<file path="src/rtl/pc_fetch.sv">
// pc_fetch: architectural PC register and instruction-fetch sequencer.
// Issues one word fetch per instruction over imem req/ack, presents the word
// to decode over inst_valid/inst_ready, and computes the next PC when decode
// accepts the instruction.
//
// Handshakes:
//   imem: imem_req is held high with imem_addr stable until a rising edge that
//         sees imem_ack=1; that edge completes the fetch. imem_ack outside REQ
//         is ignored.
//   decode: inst_valid is held high with inst stable until a rising edge that
//         sees inst_ready=1; that edge is the acceptance edge. inst_ready
//         outside HOLD is ignored.
module pc_fetch #(
   parameter logic [31:0] RESET_PC = 32'h0040_0000
) (
   input  logic        clk,
   input  logic        rst_n,
   output logic        imem_req,
   output logic [31:0] imem_addr,
   input  logic        imem_ack,
   input  logic [31:0] imem_rdata,
   output logic [31:0] inst,
   output logic        inst_valid,
   input  logic        inst_ready,
   input  logic [1:0]  npc_sel,
   input  logic        br_taken,
   input  logic [15:0] imm16,
   input  logic [25:0] target26,
   input  logic [31:0] rs_val,
   output logic [31:0] pc,
   output logic [31:0] pc4,
   output logic        addr_err,
   output logic [1:0]  state_dbg
);

   typedef enum logic [1:0] {
      IDLE = 2'd0,
      REQ  = 2'd1,
      HOLD = 2'd2,
      ERR  = 2'd3
   } state_e;

   localparam logic [1:0] SEL_SEQ    = 2'b00;
   localparam logic [1:0] SEL_BRANCH = 2'b01;
   localparam logic [1:0] SEL_JUMP   = 2'b10;

   state_e      state_q, state_d;
   logic [31:0] pc_q, pc_d;
   logic [31:0] inst_q, inst_d;
   logic        valid_q, valid_d;
   logic        err_q, err_d;

   logic [31:0] pc4_w;
   logic [31:0] br_off_w;
   logic [31:0] npc_w;

   assign pc4_w    = pc_q + 32'd4;
   assign br_off_w = {{14{imm16[15]}}, imm16, 2'b00};

   // Next-PC selection; only consumed at the acceptance edge.
   always_comb begin
      npc_w = pc4_w;
      case (npc_sel)
         SEL_SEQ:    npc_w = pc4_w;
         SEL_BRANCH: npc_w = br_taken ? (pc4_w + br_off_w) : pc4_w;
         SEL_JUMP:   npc_w = {pc4_w[31:28], target26, 2'b00};
         default:    npc_w = rs_val;
      endcase
   end

   // Fetch sequencer next-state and register next values.
   always_comb begin
      state_d = state_q;
      pc_d    = pc_q;
      inst_d  = inst_q;
      valid_d = valid_q;
      err_d   = err_q;
      case (state_q)
         IDLE: begin
            state_d = REQ;
         end
         REQ: begin
            if (imem_ack) begin
               inst_d  = imem_rdata;
               valid_d = 1'b1;
               state_d = HOLD;
            end
         end
         HOLD: begin
            if (inst_ready) begin
               valid_d = 1'b0;
               pc_d    = npc_w;
               if (npc_w[1:0] != 2'b00) begin
                  err_d   = 1'b1;
                  state_d = ERR;
               end else begin
                  state_d = REQ;
               end
            end
         end
         ERR: begin
            // Terminal until reset; pc keeps the misaligned value.
            state_d = ERR;
         end
         default: begin
            state_d = IDLE;
         end
      endcase
   end

   // State and datapath registers; reset abandons any outstanding fetch.
   always_ff @(posedge clk or negedge rst_n) begin
      if (!rst_n) begin
         state_q <= IDLE;
         pc_q    <= RESET_PC;
         inst_q  <= 32'd0;
         valid_q <= 1'b0;
         err_q   <= 1'b0;
      end else begin
         state_q <= state_d;
         pc_q    <= pc_d;
         inst_q  <= inst_d;
         valid_q <= valid_d;
         err_q   <= err_d;
      end
   end

   assign imem_req   = (state_q == REQ);
   assign imem_addr  = pc_q;
   assign inst       = inst_q;
   assign inst_valid = valid_q;
   assign pc         = pc_q;
   assign pc4        = pc4_w;
   assign addr_err   = err_q;
   assign state_dbg  = state_q;

endmodule

</file>
<file path="config.mk">
export PLATFORM = sky130hd
export DESIGN_NAME = pc_fetch
export DESIGN_NICKNAME = d
export VERILOG_FILES = /design/src/rtl/pc_fetch.sv
export SDC_FILE = /design/constraint.sdc
export NUM_CORES = 1
export LEC_CHECK = 0
export CAP_MARGIN = 30
export CELL_PAD_IN_SITES_DETAIL_PLACEMENT = 0
export CELL_PAD_IN_SITES_GLOBAL_PLACEMENT = 1
export CORE_MARGIN = 3
export CORE_UTILIZATION = 34
export DETAILED_ROUTE_END_ITERATION = 10
export PLACE_DENSITY_LB_ADDON = 0.2
export SYNTH_ARGS = -nofsm -noshare
export SYNTH_HDL_FRONTEND = slang
export SYNTH_SLANG_ARGS = --single-unit
</file>
<file path="constraint.sdc">
create_clock -name clk -period 6.7 [get_ports clk]
set_clock_uncertainty 0.2 [all_clocks]
set_input_delay 0.67 -clock clk [delete_from_list [all_inputs] [get_ports clk]]
set_output_delay 0.67 -clock clk [all_outputs]
set_load 0.01 [all_outputs]
</file>
==> results.toml <==
[status]
status = "finished clean"

[detailed_routing]
first_pass_iters = 5
via_count = 6324
wirelength_um = 23900
vias_per_cell = 5.50
route.detailed.drc = 0
ant_nets = 0
drt_iter0_drc = 455
wl_per_cell_um = 20.8

[sta]
hold_viol_final = 0
final.min_clock_period_ns = 4.77
fmax_mhz = 210
finalSetupViolCount = 0
final.setup.tns_ns = 0
max_slew_margin = 0.310
fin_crit_sh = 0.711
worst_pin_slew_ns = 1.03
rsz0062_at_grt = "no"
fin_ws_ns = 1.93
slew_violations = 0

[pwr]
power_density_nw_per_um2 = 415
p_leak_nw = 3.66
ir_worst_vdd_uv = 197
total_power_mw = 3.67

[clock_tree]
clk_pin_slew_worst_paths_ns = 0.07
post_cts_buffers = 0
clk_path_buf_depth = 2
cts_resized = 0
cts_made_buffers = 9
h-tree-depth = 3
clk_latency_ns = 0.35
ctsRootBufferMaster = "clkbuf_16"
cts_tree = "built"
holdBufCountCts = 0
clock_sinks = 68

[place]
pre_cts_slack_ns = 2.01
place.port_buffers = 245
gp_congestion = 0.893
dp_cells = 1133
dpl.hpwl_um = 18000
dpl_cell_area_um2 = 8500

[setup_path]
reg2reg_to = "imem_addr[31]$_DFFE_PN0P_"
arrival_ns = 4.80
startpoint = "imem_addr[2]$_DFFE_PN0P_"
r2r_setup_slack_ns = 1.93
critPathSlowestCell = "or4_4"
reg2regPathDepth = 14
setup.worst_path.class = "register to register"
cp_slowest_stage_delay_ns = 0.60
required_ns = 6.73
end_kind = "register"
crit_chain = "ha_1, nand4_1, or4_4, nor3_4, nand4_1, xnor2_1, ha_1, a21oi_1, o21ai_0, or2_2, o31ai_1, mux2i_1, mux2i_1, nand3_1"
cp-start-kind = "register"
r2r_start = "imem_addr[2]$_DFFE_PN0P_"
cp_max_fo = 9

[final_layout]
fin_area_um2 = 8840
antenna_cells = 0
stdcell_count = 1150
nets = 1069
drive_gt1_frac = 0.0930
syn_to_final_growth_pct = 44.8

[floorplan]
core-area_um2 = 17400
start_util = 0.350
dieHeight_um = 140
pin_count = 246
row_count = 48
die_w_um = 140
dieArea_um2 = 19600

[grt]
grt_pass1_wl_um = 37500
grt_pass1_vias = 6652
grt_overflow = 0
grt_max_degree = 69
antenna_found_initial = 0
track_usage = 0.240

[yosys]
async_reset_ff_frac = 1.00
synth_edf_count = 0
postSynthCellCount = 720
netlist_area_um2 = 6100
synthFlopType = "dfrtp_1"
ys_ff_latch = 68
synth_cell_types = 67
avgSynthCellArea_um2 = 8.48
ys_warn_count = 0
synth.net_count = 869
synth-seq-area-share = 0.279

[job]
maxCapViolCount = 0

[min_path]
hp-class = "primary input to asynchronous set/reset pin"
[cell type report]
cell class	instances	area, um^2
Timing Repair Buffer	254	2530
Multi-Input combinational cell	571	3950
Tap cell	225	282
Sequential cell	68	1700
Clock inverter	7	82.6
Clock buffer	9	225
Fill cell	1656	8580
Inverter	16	60.1
[synth_stat cells (4+ instances only)]
master | instances | area share
a211oi_1 | 5 | 0.0062
a21o_1 | 20 | 0.025
a21oi_1 | 55 | 0.045
a221o_1 | 7 | 0.011
a22oi_1 | 4 | 0.0049
a31oi_1 | 4 | 0.0041
and2_1 | 6 | 0.0062
buf_4 | 35 | 0.043
clkbuf_1 | 26 | 0.016
dfrtp_1 | 67 | 0.27
ha_1 | 35 | 0.072
inv_1 | 16 | 0.0098
mux2_2 | 45 | 0.083
mux2i_1 | 13 | 0.021
nand2_1 | 76 | 0.047
nand2b_1 | 8 | 0.0082
nand3_1 | 20 | 0.016
nand4_1 | 8 | 0.0082
nor2_1 | 52 | 0.032
nor3_1 | 16 | 0.013
o211ai_1 | 15 | 0.018
o21ai_0 | 48 | 0.039
o21bai_1 | 4 | 0.0049
o221ai_1 | 7 | 0.010
o22ai_1 | 16 | 0.016
o31ai_1 | 5 | 0.0062
xnor2_1 | 24 | 0.034
xor2_1 | 21 | 0.030
[where the power goes]
part / internal (mW) / total, mW / switching [mW]
sequential: 0.598 / 0.831 / 0.233
combinational: 1.21 / 2.31 / 1.10
clock: 0.296 / 0.526 / 0.230
total: 2.10 / 3.67 / 1.56
[how the worst max path moves through the flow]
stage          slack (ns)                   endpoint
3_5_place_dp         2.01  imem_addr[31]$_DFFE_PN0P_
3_3_place_gp         2.10  imem_addr[31]$_DFFE_PN0P_
6_report             1.93  imem_addr[31]$_DFFE_PN0P_
5_1_grt              1.67  imem_addr[23]$_DFFE_PN0P_
2_1_floorplan        2.40  imem_addr[31]$_DFFE_PN0P_
4_1_cts              1.97  imem_addr[31]$_DFFE_PN0P_
[registers in the layout (all words and copies together) (netlist names)]
register / count
addr_err: 1
imem_addr: 32
inst: 32
inst_valid: 1
state_dbg: 2
[per-stage QoR]
| step | utilization | hold WS, ns |
|---|---|---|
| finish | 0.507 | 0.0482 |
| global route | 0.507 | 0.0487 |
| CTS | 0.506 | 0.265 |
| detailed placement | 0.488 | 0.250 |
| global placement | 0.488 | 0.247 |
| floorplan | - | 0.174 |
[metal layers]
metal	track usage	part of all wire	wire, um
met3	0.0553	0.061	1470
met2	0.404	0.48	11500
met1	0.313	0.44	10500
met4	0.0597	0.020	476
met5	0	0	0
[layout by cell type, fill, tap and decap left out, drive strengths merged, types with 21 or more instances in the layout]
master	n
ha	35
nor2	52
o21ai	49
clkdlybuf4s50	244
nand2	77
dfrtp	67
mux2	46
xor2	21
xnor2	24
a21oi	55
[logic make-up after synthesis]
family,after synthesis,synth area share
adders and majority gates,36,0.0750
xor gates and xnor gates,45,0.0646
buffers and inverters,81,0.0734
muxes,60,0.111
and+or+nand+nor,213,0.167
DFF,68,0.279
AOI/OAI and AO/OA,217,0.230
[critical path: cells and delay by family (launching register included)]
family	cells	cell delay [ns]
AND/OR/NAND/NOR	6	1.91
XOR/XNOR	1	0.25
AO/OA/AOI/OAI	3	0.72
multiplexers	2	0.48
flip-flops	1	0.48
adder cells (fa/ha/maj)	2	0.61
Note: power is estimated with default switching activity, not from simulation.
